[src/rtl/calc_ctrl.sv]
// Keypad calculator sequencer: builds decimal operands, launches the
// shared ALU through start/done and drives the display value and error.
module calc_ctrl #(
    parameter int W          = 16,
    parameter int MAX_DIGITS = 4,
    parameter int TIMEOUT    = 1024
) (
    input  logic         clk,
    input  logic         reset,
    input  logic         key_valid,
    input  logic         is_number,
    input  logic         is_op,
    input  logic         is_eq,
    input  logic [3:0]   num_val,
    input  logic [1:0]   op_val,
    output logic         alu_start,
    output logic [W-1:0] alu_a,
    output logic [W-1:0] alu_b,
    output logic [1:0]   alu_op,
    input  logic         alu_done,
    input  logic [W-1:0] alu_result,
    input  logic         alu_ovf,
    output logic [W-1:0] disp_val,
    output logic         disp_err,
    output logic         busy
);

    localparam int CW = $clog2(MAX_DIGITS + 1);
    localparam int TW = $clog2(TIMEOUT + 1);

    typedef enum logic [2:0] {
        S_A, S_OP, S_B, S_WAIT, S_RES, S_ERR
    } state_t;

    state_t        state, state_n;
    logic [W-1:0]  a_q, a_n, b_q, b_n;
    logic [W-1:0]  disp_n, alu_a_n, alu_b_n;
    logic [CW-1:0] cnt_q, cnt_n;
    logic [TW-1:0] tmo_q, tmo_n;
    logic          chain_q, chain_n;
    logic          err_n, start_n;
    logic [1:0]    op_q, op_n, pend_q, pend_n, alu_op_n;
    logic          k_dig, k_op, k_eq, full;
    logic [W-1:0]  digit, app_a, app_b;

    // Class priority: number over operator over equals.
    assign k_dig = key_valid && is_number && (num_val <= 4'd9);
    assign k_op  = key_valid && !is_number && is_op && (op_val != 2'd3);
    assign k_eq  = key_valid && !is_number && !is_op && is_eq;

    assign digit = W'(num_val);
    assign full  = (cnt_q == CW'(MAX_DIGITS));
    // Shift-in of a decimal digit; wraps modulo 2^W.
    assign app_a = a_q * W'(10) + digit;
    assign app_b = b_q * W'(10) + digit;
    assign busy  = (state == S_WAIT);

    always_ff @(posedge clk) begin
        if (reset) begin
            state     <= S_A;
            a_q       <= '0;
            b_q       <= '0;
            cnt_q     <= '0;
            tmo_q     <= '0;
            chain_q   <= 1'b0;
            op_q      <= 2'd0;
            pend_q    <= 2'd0;
            alu_start <= 1'b0;
            alu_a     <= '0;
            alu_b     <= '0;
            alu_op    <= 2'd0;
            disp_val  <= '0;
            disp_err  <= 1'b0;
        end else begin
            state     <= state_n;
            a_q       <= a_n;
            b_q       <= b_n;
            cnt_q     <= cnt_n;
            tmo_q     <= tmo_n;
            chain_q   <= chain_n;
            op_q      <= op_n;
            pend_q    <= pend_n;
            alu_start <= start_n;
            alu_a     <= alu_a_n;
            alu_b     <= alu_b_n;
            alu_op    <= alu_op_n;
            disp_val  <= disp_n;
            disp_err  <= err_n;
        end
    end

    always_comb begin
        state_n  = state;
        a_n      = a_q;
        b_n      = b_q;
        cnt_n    = cnt_q;
        tmo_n    = tmo_q;
        chain_n  = chain_q;
        op_n     = op_q;
        pend_n   = pend_q;
        start_n  = 1'b0;
        alu_a_n  = alu_a;
        alu_b_n  = alu_b;
        alu_op_n = alu_op;
        disp_n   = disp_val;
        err_n    = disp_err;
        unique case (state)
            S_A: begin
                unique case (1'b1)
                    k_dig: begin
                        if (!full) begin
                            a_n    = app_a;
                            cnt_n  = cnt_q + CW'(1);
                            disp_n = app_a;
                        end
                    end
                    k_op: begin
                        op_n    = op_val;
                        state_n = S_OP;
                    end
                    default: ;
                endcase
            end
            S_OP: begin
                unique case (1'b1)
                    k_dig: begin
                        b_n     = digit;
                        cnt_n   = CW'(1);
                        disp_n  = digit;
                        state_n = S_B;
                    end
                    k_op:    op_n = op_val;
                    default: ;
                endcase
            end
            S_B: begin
                unique case (1'b1)
                    k_dig: begin
                        if (!full) begin
                            b_n    = app_b;
                            cnt_n  = cnt_q + CW'(1);
                            disp_n = app_b;
                        end
                    end
                    k_eq, k_op: begin
                        start_n  = 1'b1;
                        alu_a_n  = a_q;
                        alu_b_n  = b_q;
                        alu_op_n = op_q;
                        tmo_n    = '0;
                        chain_n  = k_op;
                        pend_n   = k_op ? op_val : pend_q;
                        state_n  = S_WAIT;
                    end
                    default: ;
                endcase
            end
            S_WAIT: begin
                if (alu_done && alu_ovf) begin
                    err_n   = 1'b1;
                    disp_n  = '0;
                    state_n = S_ERR;
                end else if (alu_done) begin
                    a_n     = alu_result;
                    disp_n  = alu_result;
                    cnt_n   = '0;
                    op_n    = chain_q ? pend_q : op_q;
                    state_n = chain_q ? S_OP : S_RES;
                end else if (tmo_q == TW'(TIMEOUT - 1)) begin
                    err_n   = 1'b1;
                    disp_n  = '0;
                    state_n = S_ERR;
                end else begin
                    tmo_n = tmo_q + TW'(1);
                end
            end
            S_RES: begin
                unique case (1'b1)
                    k_dig: begin
                        a_n     = digit;
                        cnt_n   = CW'(1);
                        disp_n  = digit;
                        state_n = S_A;
                    end
                    k_op: begin
                        op_n    = op_val;
                        state_n = S_OP;
                    end
                    default: ;
                endcase
            end
            S_ERR: begin
                if (k_dig) begin
                    err_n   = 1'b0;
                    a_n     = digit;
                    cnt_n   = CW'(1);
                    disp_n  = digit;
                    state_n = S_A;
                end
            end
            default: state_n = S_A;
        endcase
    end

endmodule

[config.mk]
export PLATFORM = sky130hd
export DESIGN_NAME = calc_ctrl
export DESIGN_NICKNAME = d
export VERILOG_FILES = /design/src/rtl/calc_ctrl.sv
export SDC_FILE = /design/constraint.sdc
export NUM_CORES = 1
export LEC_CHECK = 0
export CAP_MARGIN = 20
export CORE_MARGIN = 2
export CORE_UTILIZATION = 55
export DETAILED_ROUTE_END_ITERATION = 8
export GPL_TIMING_DRIVEN = 1
export PLACE_DENSITY = 0.79
export SYNTH_ARGS = -nofsm -noshare
export SYNTH_HDL_FRONTEND = slang
export SYNTH_SLANG_ARGS = --single-unit
[constraint.sdc]
create_clock -name clk -period 3.7 [get_ports clk]
set_input_delay 0.74 -clock clk [delete_from_list [all_inputs] [get_ports clk]]
set_output_delay 0.74 -clock clk [all_outputs]
set_load 0.03 [all_outputs]
==> Word level (Yosys, flattened, before mapping) <==
Cells that the tools add are included.
{ "word_totals": {"regBits": 106, "inputBits": 30, "output_inout_bits": 53, "word_cells": 131} }
{ "classes": {"addsub": 4, "multipliers": 2, "magnitude_cmp": 1, "n_eq_ne": 30, "muxes": 45, "bitwise": 1, "reduce_logical": 34} }
{ "ops": {"columns": ["op", "n"], "rows": [
  ["two-way mux 16 bit", 10],
  ["one-hot mux 16 bit (4 select lines)", 1],
  ["one-hot mux 16 bit (3 select lines)", 1],
  ["two-way mux 11 bit", 4],
  ["two-way mux 3 bit", 13],
  ["adder 16 x 4 -> 16 bit", 2],
  ["multiplier 16 x 3 -> 15 bit (second input constant)", 2],
  ["one-hot mux 16 bit (2 select lines)", 1],
  ["!= test 2 bit (second input constant)", 13],
  ["one-hot mux 11 bit (2 select lines)", 1],
  ["one-hot mux 3 bit (6 select lines)", 1],
  ["AND reduction 6 bit", 3],
  ["!= test 2 x 1 -> 1 bit (second input constant)", 6],
  ["adder 11 x 1 -> 11 bit (second input constant)", 1],
  ["equality test 11 x 10 -> 1 bit (second input constant)", 1],
  ["AND reduction 5 bit", 2],
  ["equality test 3 bit (second input constant)", 3],
  ["one-hot mux 3 bit (3 select lines)", 1],
  ["logical AND 1 bit", 8],
  ["two-way mux 2 bit", 4],
  ["AND reduction 4 bit", 2],
  ["nonzero test 2 bit", 4],
  ["OR reduction 2 bit", 4],
  ["AND reduction 7 bit", 1],
  ["20 further kinds", 28]
]} }

==> Longest topological paths before layout <==
Gate-level depths: netlist of the first run.
{ "logic_depth": {"depth_word": 7, "depth_mapped": 12, "depth_no_buf": 12} }

==> Worst setup path after synthesis of the first run <==
Ideal clock, no wire load.
{ "synth_timing": {"path_kind": "register to register", "startpoint": "register b_q[1]", "endpoint": "register b_q[13]", "setup_ns": 0.070, "arrival_ns": 3.276, "required_ns": 3.630, "path_slack_ns": 0.354, "path_stages_with_launch": 12, "path_buffers": 0, "period_less_slack_ns": 3.346, "cell_sequence": "dfxtp_1 ha_1 ha_1 fa_1 a21o_2 a221oi_2 xor2_1 nand3b_1 or4_4 xnor2_1 or3_1 a21oi_1"} }
{ "synth_via": {"elab_chain_len": 5} }
{ "synth_rtl": {"columns": ["item", "line_no", "rtl"], "rows": [
  ["from (decl)", "36", "logic [W-1:0] a_q, a_n, b_q, b_n;"],
  ["from (signal assigned)", "77", "b_q <= b_n;"],
  ["multiplier 16 x 3 -> 15 bit", "55", "assign app_b = b_q * W'(10) + digit;"],
  ["adder 16 x 4 -> 16 bit", "55", null],
  ["two-way mux 16 bit", "139", "if (!full) begin"],
  ["two-way mux 16 bit", "137", "unique case (1'b1)"],
  ["one-hot mux 16 bit (2 select lines)", "107", "unique case (state)"]
]} }
No other way between the ends. The select of a mux whose other input is x is not followed.
A chain may end at the register's enable or synchronous reset.

==> Worst setup path after layout of the first run <==
{ "layout_timing": {"startpoint": "register b_q[3]", "endpoint": "register b_q[13]"} }
Same word-level chain as after synthesis.

==> results of run 1 <==
per-stage QoR:
stage          setup TNS, ns  total power, W  cells  worst slack, ns
6_report                   0        0.002525   1103           0.1933
5_1_grt                    0        0.002614   1103          0.03079
4_1_cts                    0        0.002529   1103           0.1433
3_5_place_dp        -0.01404        0.001544   1087         -0.01404
3_3_place_gp        -0.01656        0.001540   1087         -0.01656
2_1_floorplan              0        0.001427    854           0.3535
kinds of logic after synthesis:
family,Yosys count
flip-flops,106
buffers and inverters,60
multiplexers,6
AO/OA/AOI/OAI,230
XOR/XNOR,47
adder cells (fa/ha/maj),59
AND/OR/NAND/NOR,346
worst register-to-register path, stage by stage, from the launching register on:
cell and delay [ns]:
dfxtp_1 0.39, ha_1 0.26, ha_1 0.23, fa_1 0.40, a21o_2 0.26, a21oi_1 0.27, xor2_1 0.15, or3_4 0.41
or4_4 0.46, xnor2_1 0.16, or3_1 0.31, a21oi_1 0.15
what timing repair did:
action | CTS | global route
endpoints found under the setup margin | 0 | 2
resized for setup | 0 | 1
setup buffers | 0 | 0
sequential cells by signal, indices dropped and copies added (netlist names), 3 cells and up:
signal,cells
alu_a,16
state,3
a_q,16
tmo_q,11
b_q,16
cnt_q,3
alu_b,16
disp_val,16
final cells by class:
class / count / area, sq um / share of cell area, %
Multi-Input combinational cell: 688 / 4438 / 54.43
Sequential cell: 106 / 2122 / 26.02
Timing Repair Buffer: 109 / 1021 / 12.52
Clock buffer: 9 / 225.2 / 2.762
Tap cell: 168 / 210.2 / 2.578
Clock inverter: 7 / 77.57 / 0.9514
Inverter: 16 / 60.06 / 0.7365
placed cells by master (no fill, tap or decap), types with 4 or more instances in the layout:
cell	n
buf_4	28
nor2_1	91
nand3_1	21
xnor2_1	27
nand4_1	6
nor2b_1	8
a311oi_1	8
a221oi_1	11
or3_1	7
nand2b_1	13
ha_1	55
o211ai_1	5
a22oi_1	14
inv_1	15
nand2_1	140
a211oi_1	29
nor3b_1	4
o21ai_1	5
fa_1	4
a21o_1	8
and2_1	5
dfxtp_1	106
nand3b_1	7
clkdlybuf4s50_1	81
nor3_1	14
a21oi_1	88
xor2_1	20
mux2i_1	5
clkinvlp_4	4
and3_1	7
o21ai_0	21
clkbuf_16	9
a31oi_1	5
power by group:
group / leakage (nW) / switching, W / total, W / internal, W
logic: 2.07 / 0.000203 / 0.000349 / 0.000146
registers: 0.857 / 0.0000197 / 0.00118 / 0.00116
clock network: 0.135 / 0.000470 / 0.000999 / 0.000530
metal layers:
| layer | share of wire, % | GRT usage [%] |
|---|---|---|
| met3 | 6.0 | 4.744 |
| met1 | 45 | 38.58 |
| met5 | 0 | 0 |
| met4 | 2.2 | 10.44 |
| met2 | 46 | 46.04 |
how the worst min path moves through the flow:
| stage | to | slack [ns] | depth (start not counted) |
|---|---|---|---|
| floorplan | alu_b[15]$_SDFFE_PP0P_ | 0.43 | 2 |
| global placement | alu_op[1]$_SDFFE_PP0P_ | 0.44 | 2 |
| detailed placement | alu_op[1]$_SDFFE_PP0P_ | 0.45 | 2 |
| CTS | alu_op[1]$_SDFFE_PP0P_ | 0.46 | 2 |
| global route | alu_a[9]$_SDFFE_PP0P_ | 0.47 | 2 |
| finish | alu_op[1]$_SDFFE_PP0P_ | 0.45 | 2 |
==> impl_metrics.json, run 1 <==
{
  "yosys.area.top_type": "dfxtp_1",
  "ys_top_cells_by_area": "dfxtp_1 (31%), ha_1 (10%), nand2_1 (7.7%), a21oi_1 (6.5%), nor2_1 (5.0%)",
  "crit_end": "b_q[13]$_SDFFE_PP0P_",
  "min_from": "op_q[1]$_SDFFE_PP0P_",
  "syn_area_sq_mm": 0.006817,
  "fmax_mhz": 285.2,
  "setup_viol": 0,
  "r2r-start": "b_q[3]$_SDFFE_PP0P_",
  "globalRouteOverflowTotal": 0,
  "p_leak_nw": 3.058,
  "ys_seq_elements": 106,
  "synth_fp_nets": 943,
  "crit_cells": 11,
  "reg2reg_slack_ns": 0.19,
  "fill_cells": 1018,
  "synth_top_family_by_area": "simple AND/OR/NAND/NOR gates",
  "grtUsageTotal_pct": 28.58,
  "synth_common_cells": "nand2_1 (140), dfxtp_1 (106), nor2_1 (91), a21oi_1 (88), ha_1 (55)",
  "numPortBuffers": 82,
  "synth_cells": 854,
  "die_area_sq_mm": 0.01330,
  "max_stage_delay_ns": 0.46,
  "synth_compound_area_share_pct": 22.80,
  "yosysMostFrequentCell": "nand2_1",
  "clkTransAtPathRegs_ns": 0.07,
  "drv_cap": 0,
  "drv_slew": 0,
  "worst_setup_path_start_kind": "register",
  "clock-root-buffer": "clkbuf_16",
  "r2r_cells": 11,
  "path_max_fanout": 4,
  "dp_hpwl_um": 13850,
  "remaining_drc_errors": 0,
  "rsz0062_at_grt": "no",
  "routed_wl_um": 18450,
  "pin_count": 83,
  "dr.pass1.iters": 5,
  "wl_per_cell_um": 16.72,
  "area_growth_pct": 19.62,
  "postSynthAreaPerCell_sq_um": 7.982,
  "dr_total_vias": 6523,
  "grt_pass1_vias": 6000,
  "synth_seq_area_share_pct": 31.13,
  "drtIter0Drc": 574,
  "worstMarginPinSlew_ns": 0.7795,
  "antenna_found_initial": 0,
  "htreeDepth": 3,
  "row_count": 40,
  "yosysTopAreaCellShare_pct": 31.13,
  "cts.path.max_buffers": 2,
  "synth_mux_area_share_pct": 0.8994,
  "hp-class": "reg2reg",
  "fin_nets": 1019,
  "critPathBufInv": 0,
  "worstPathCellList": "ha_1, ha_1, fa_1, a21o_2, a21oi_1, xor2_1, or3_4, or4_4, xnor2_1, or3_1, a21oi_1",
  "relSlewSlack_pct": 48.03,
  "crit_required_ns": 3.99,
  "final_area_sq_mm": 0.008154,
  "cts_tree": "yes",
  "tritoncts.num_buffers": 9,
  "synth_flop_cell": "dfxtp_1",
  "hold_viol": 0,
  "synthAdderAreaFrac_pct": 11.27,
  "synth_cell_types": 76,
  "clock_latency_ns": 0.37,
  "fp.dieW_um": 115.3,
  "status": "finished clean",
  "synth-simple-area-share_pct": 23.66,
  "power_density_mw_per_mm2": 309.6,
  "endpoint_kind": "register",
  "dieHeight_um": 115.3,
  "peakVddDrop_v": 0.0004275,
  "start_util_pct": 56.51,
  "clock_skew_ns": 0.008514,
  "viasPerCell": 5.914,
  "ys_async_sr_fraction_pct": 0,
  "synthXorXnorAreaFrac_pct": 6.039,
  "fin_util_pct": 67.60,
  "globalplace.congestion": 0.9480,
  "cts.sinks": 106,
  "slowest_stage": "or4_4",
  "grt_max_degree": 73,
  "holdBufCountCts": 0,
  "n_antenna_cell": 0,
  "path_delay_family": "simple AND/OR/NAND/NOR gates",
  "crit_type": "reg2reg",
  "drtAntennaViolNets": 0,
  "critPathLaunch": "b_q[3]$_SDFFE_PP0P_",
  "core-area_sq_mm": 0.01206,
  "drive_above_1_share_pct": 6.845,
  "reg2reg_to": "b_q[13]$_SDFFE_PP0P_",
  "fin_crit_ns": 3.507,
  "hold_slack_ns": 0.4525,
  "crit_arrival_ns": 3.80,
  "synth-edff-count": 0,
  "ys_warn_count": 0,
  "placed_cell_area_sq_mm": 0.007840,
  "grt_pass1_wl_um": 30170,
  "period_share_pct": 94.78
}
Power figures use the tool's default switching activity.
==> inputs of run 2 (changes only) <==
--- a/config.mk
+++ b/config.mk
@@ -7,10 +7,10 @@
 export LEC_CHECK = 0
 export CAP_MARGIN = 20
 export CORE_MARGIN = 2
-export CORE_UTILIZATION = 55
+export CORE_UTILIZATION = 39
+export CTS_CLUSTER_SIZE = 16
 export DETAILED_ROUTE_END_ITERATION = 8
 export GPL_TIMING_DRIVEN = 1
-export PLACE_DENSITY = 0.79
 export SYNTH_ARGS = -nofsm -noshare
 export SYNTH_HDL_FRONTEND = slang
 export SYNTH_SLANG_ARGS = --single-unit
==> impl_metrics.json, run 2 (synthesis gave the netlist of run 1 again) <==
{
  "status": "finished clean",
  "cts.sinks": 106,
  "dp_cells": 1145,
  "hold_viol": 0,
  "tritoncts.num_buffers": 9,
  "endpoint_kind": "register",
  "fin_nets": 1020,
  "crit_required_ns": 3.99,
  "max_stage_delay_ns": 0.46,
  "dr_total_vias": 6363,
  "start_util_pct": 39.69,
  "globalplace.congestion": 0.8618,
  "crit_type": "reg2reg",
  "clock-root-buffer": "clkbuf_16",
  "grtUsageTotal_pct": 20.91,
  "clock_skew_ns": 0.007911,
  "clock_latency_ns": 0.36,
  "die_area_sq_mm": 0.01855,
  "peakVddDrop_v": 0.0002319,
  "rsz0062_at_grt": "no",
  "setup_viol": 0,
  "worst_setup_path_start_kind": "register",
  "drtIter0Drc": 428,
  "grt_pass1_vias": 5820,
  "hp-class": "reg2reg",
  "p_leak_nw": 3.070,
  "dr.pass1.iters": 5,
  "drive_above_1_share_pct": 6.838,
  "routed_wl_um": 18930,
  "drv_cap": 0,
  "stdcell_count": 1161,
  "fp.dieW_um": 136.2,
  "path_max_fanout": 4,
  "remaining_drc_errors": 0,
  "slowest_stage": "or4_4",
  "numPortBuffers": 82,
  "grt_pass1_wl_um": 30420,
  "fill_cells": 1709,
  "cts_tree": "yes",
  "min_from": "alu_a[13]$_SDFFE_PP0P_",
  "globalRouteOverflowTotal": 0,
  "fin_util_pct": 47.88,
  "cts.path.max_buffers": 2,
  "viasPerCell": 5.481,
  "area_growth_pct": 20.65,
  "drtAntennaViolNets": 0,
  "clkTransAtPathRegs_ns": 0.07,
  "drv_slew": 0,
  "worstMarginPinSlew_ns": 0.7801,
  "hold-path-endpoint": "alu_a[13]$_SDFFE_PP0P_",
  "fmax_mhz": 288.7,
  "holdBufCountCts": 0,
  "r2r_cells": 11,
  "core-area_sq_mm": 0.01718,
  "fin_crit_ns": 3.464,
  "period_share_pct": 93.61,
  "layout_common_cells": "nand2_1 (140), dfxtp_1 (106), nor2_1 (91)",
  "dieHeight_um": 136.2,
  "row_count": 48,
  "dp_hpwl_um": 14300,
  "antenna_found_initial": 0,
  "r2r-start": "b_q[3]$_SDFFE_PP0P_",
  "layout_commonest_cell": "nand2_1",
  "pin_count": 83,
  "worstPathCellList": "ha_1, ha_1, fa_1, a21o_2, a21oi_1, xor2_1, or3_4, or4_4, xnor2_1, or3_1, a21oi_1",
  "critPathLaunch": "b_q[3]$_SDFFE_PP0P_",
  "post_cts_buffers": 0,
  "reg2reg_slack_ns": 0.24,
  "crit_arrival_ns": 3.75,
  "n_antenna_cell": 0,
  "relSlewSlack_pct": 47.83,
  "grt_max_degree": 69,
  "wl_per_cell_um": 16.30,
  "fin_tns_setup_ns": 0,
  "hold_depth": 2,
  "htreeDepth": 3,
  "power_density_mw_per_mm2": 305.6,
  "reg2reg_to": "b_q[13]$_SDFFE_PP0P_"
}
run 2: cell count changes in the layout (fill, tap and decap cells not counted):
cell        delta
clkinvlp_4     -3
clkinv_2       +2
buf_4          +1
clkbuf_1       +1
clkinv_4       +1
inv_6          -1
run 2: per-stage QoR:
| stage | worst slack (ns) | instance area [sq um] | power, W | hold WS, ns |
|---|---|---|---|---|
| final | 0.2364 | 8224 | 0.002513 | 0.4549 |
| after floorplan | 0.3535 | 6817 | 0.001427 | 0.4320 |
| after detailed placement | -0.002545 | 7919 | 0.001544 | 0.4484 |
| after global placement | 0.05630 | 7919 | 0.001541 | 0.4421 |
| after CTS | 0.1510 | 8213 | 0.002538 | 0.4590 |
| after global routing | 0.06377 | 8224 | 0.002619 | 0.4726 |
run 2: worst max-delay path by stage:
| stage | endpoint | slack, ns | cells after the start |
|---|---|---|---|
| 2_1_floorplan | b_q[13]$_SDFFE_PP0P_ | 0.35 | 11 |
| 3_3_place_gp | disp_val[15]$_SDFFE_PP0P_ | 0.06 | 13 |
| 3_5_place_dp | disp_val[15]$_SDFFE_PP0P_ | -0.003 | 13 |
| 4_1_cts | b_q[13]$_SDFFE_PP0P_ | 0.15 | 11 |
| 5_1_grt | b_q[13]$_SDFFE_PP0P_ | 0.06 | 11 |
| 6_report | b_q[13]$_SDFFE_PP0P_ | 0.24 | 11 |
run 2: where the power goes:
part | leakage, nW | switching [W] | internal, W
sequential | 0.857 | 0.0000186 | 0.00116
clock | 0.143 | 0.000466 | 0.000527
combinational | 2.07 | 0.000197 | 0.000148
total | 3.07 | 0.000681 | 0.00183
run 2: metal layers:
| layer | vias to the layer above | routed length, um | global-route usage [%] |
|---|---|---|---|
| met3 | 25 | 867 | 4.474 |
| met5 | - | 0 | 0 |
| met1 | 2954 | 9506 | 29.59 |
| met2 | 143 | 8168 | 31.63 |
| li1 | 3241 | - | - |
| met4 | 0 | 385 | 6.597 |
run 2: area by class of cell:
| class | instances | area, sq um | area share [%] |
|---|---|---|---|
| Tap cell | 225 | 281.5 | 3.423 |
| Timing Repair Buffer | 110 | 1028 | 12.51 |
| Clock inverter | 6 | 65.06 | 0.7911 |
| Inverter | 16 | 60.06 | 0.7303 |
| Clock buffer | 10 | 229.0 | 2.784 |
| Sequential cell | 106 | 2122 | 25.80 |
| Multi-Input combinational cell | 688 | 4438 | 53.96 |
run 2: critical path: cells and delay by family, from the launching register on:
family | cells | cell delay (ns)
adder cells (fa/ha/maj) | 3 | 0.87
AND/OR/NAND/NOR | 3 | 1.17
AO/OA/AOI/OAI | 3 | 0.65
XOR/XNOR | 2 | 0.30
flip-flops | 1 | 0.39
run 2: what timing repair did:
item	4_1_cts	5_1_grt
setup endpoints to repair	0	1
resized for setup	0	1
hold endpoints to repair	0	0
==> inputs of run 3 (changes only) <==
--- a/config.mk
+++ b/config.mk
@@ -7,10 +7,11 @@
 export LEC_CHECK = 0
 export CAP_MARGIN = 20
 export CORE_MARGIN = 2
-export CORE_UTILIZATION = 39
+export CORE_UTILIZATION = 45
 export CTS_CLUSTER_SIZE = 16
 export DETAILED_ROUTE_END_ITERATION = 8
 export GPL_TIMING_DRIVEN = 1
+export PLACE_DENSITY = 0.67
 export SYNTH_ARGS = -nofsm -noshare
 export SYNTH_HDL_FRONTEND = slang
 export SYNTH_SLANG_ARGS = --single-unit
==> impl_metrics.json, run 3 (synthesis gave the netlist of run 1 again) <==
{
  "pin_count": 83,
  "grt_pass1_vias": 5891,
  "drive_above_1_share_pct": 7.150,
  "critPathBufInv": 0,
  "relSlewSlack_pct": 49.19,
  "grt_use_met1_pct": 34.16,
  "numPortBuffers": 82,
  "fmax_mhz": 287.1,
  "post_cts_buffers": 0,
  "placed_cell_area_sq_mm": 0.007888,
  "power_frac_clock_pct": 37.7,
  "power_density_mw_per_mm2": 300.9,
  "fill_cells": 1430,
  "min_from": "alu_op[0]$_SDFFE_PP0P_",
  "wl_per_cell_um": 17.01,
  "worstMarginPinSlew_ns": 0.7597,
  "period_share_pct": 94.15,
  "crit_required_ns": 3.99,
  "grt_max_degree": 41,
  "worstPathCellList": "ha_1, ha_1, fa_1, a21o_2, a21oi_1, xor2_1, or3_4, or4_4, xnor2_1, or3_1, a21oi_1",
  "critPathLaunch": "b_q[3]$_SDFFE_PP0P_",
  "worst_slack_ns": 0.2164,
  "hp-class": "reg2reg",
  "clock_skew_ns": 0.008235,
  "globalplace.congestion": 0.8959,
  "peakVddDrop_v": 0.0002839,
  "cts_resized": 0,
  "path_max_fanout": 4,
  "start_util_pct": 46.55,
  "area_growth_pct": 20.14,
  "fin_crit_ns": 3.484,
  "setup_viol": 0,
  "dieHeight_um": 127.1,
  "crit_arrival_ns": 3.78,
  "share_comb_of_total_power_pct": 14.5,
  "antenna_found_initial": 0,
  "clock-root-buffer": "clkbuf_16",
  "dp_hpwl_um": 14390,
  "holdBufCountCts": 0,
  "switching_share_pct": 27.94,
  "fin_nets": 1021,
  "layout_common_cells": "nand2_1 (140), dfxtp_1 (106), nor2_1 (91)",
  "p_leak_nw": 3.070,
  "use_met2_pct": 36.37,
  "use_met3_pct": 4.062,
  "globalRouteOverflowTotal": 0,
  "path_delay_family": "simple AND/OR/NAND/NOR gates",
  "busiest_layer": "met2",
  "remaining_drc_errors": 0,
  "viasPerCell": 5.789,
  "multiInputGateArea_sq_mm": 0.004443,
  "worst_setup_path_start_kind": "register",
  "row_count": 44,
  "register_area_sq_mm": 0.002122,
  "r2r-start": "b_q[3]$_SDFFE_PP0P_",
  "rsz0062_at_grt": "no",
  "power_frac_seq_pct": 47.8,
  "hold_viol": 0,
  "final_area_sq_mm": 0.008189,
  "routed_wl_um": 19070,
  "power.switching_w": 0.0006883,
  "slowest_stage": "or4_4",
  "layout_commonest_cell": "nand2_1",
  "dp_slack_ns": -0.04065,
  "dr.pass1.iters": 4,
  "core-area_sq_mm": 0.01464,
  "htreeDepth": 3,
  "tritoncts.num_buffers": 9,
  "grt_pass1_wl_um": 30700,
  "n_antenna_cell": 0,
  "clkTransAtPathRegs_ns": 0.08,
  "crit_type": "reg2reg",
  "drtAntennaViolNets": 0,
  "stdcell_count": 1121,
  "cts.sinks": 106,
  "dr_total_vias": 6489,
  "fp.dieW_um": 127.1,
  "dp_cells": 1105,
  "cts.path.max_buffers": 2,
  "p_int_w": 0.001775,
  "status": "finished clean",
  "grtUsageTotal_pct": 23.68,
  "endpoint_kind": "register",
  "max_stage_delay_ns": 0.46,
  "drv_slew": 0,
  "drtIter0Drc": 466,
  "cts_tree": "yes",
  "drv_cap": 0,
  "die_area_sq_mm": 0.01615,
  "clock_latency_ns": 0.36
}
run 3: cell count changes in the layout (fill, tap and decap cells not counted), sizes merged:
cell and delta:
buf +1, bufinv -1, clkbuf -1, inv +2
run 3: metal layers:
metal,vias up,part of all wire [%],routed length [um]
met5,-,0,0
met4,0,2.1,408
met3,30,6.0,1142
met2,184,44,8435
met1,3042,48,9086
li1,3233,-,-
run 3: worst paths after layout:
check,cells after the start,slack [ns],to
worst max-delay path,11,0.22,b_q[13]$_SDFFE_PP0P_
worst min-delay path,2,0.45,alu_op[0]$_SDFFE_PP0P_
worst max register to register,11,0.22,b_q[13]$_SDFFE_PP0P_
worst min register to register,2,0.45,alu_op[0]$_SDFFE_PP0P_
run 3: power groups by stage:
stage / Sequential (W) / Combinational [W] / Clock, W
floorplan: 0.00120 / 0.000224 / 0
global placement: 0.00120 / 0.000346 / 0
detailed placement: 0.00120 / 0.000348 / 0
CTS: 0.00118 / 0.000351 / 0.000955
global route: 0.00118 / 0.000391 / 0.000987
finish: 0.00118 / 0.000358 / 0.000928
run 3: worst register-to-register path, stage by stage, from the launching register on:
cell and delay [ns]:
dfxtp_1 0.40, ha_1 0.26, ha_1 0.23, fa_1 0.41, a21o_2 0.25, a21oi_1 0.26
xor2_1 0.15, or3_4 0.40, or4_4 0.46, xnor2_1 0.16, or3_1 0.31, a21oi_1 0.14
run 3: metrics by stage:
step                       TNS, ns  utilization, %  hold WS [ns]  power, W
after floorplan                  0               -        0.4320  0.001427
after global placement    -0.01269           53.86        0.4412  0.001550
after detailed placement  -0.09390           53.86        0.4461  0.001552
after CTS                        0           55.81        0.4563  0.002483
after global routing             0           55.92        0.4670  0.002558
final                            0           55.92        0.4537  0.002464
run 3: cell type report:
type	instances	share of cell area, %
multi-input cells	688	54.26
flip-flops and latches	106	25.91
repair buffers	111	12.80
well taps	184	2.811
clock buffers	9	2.750
clock inverters	7	0.7334
inverters	16	0.7334
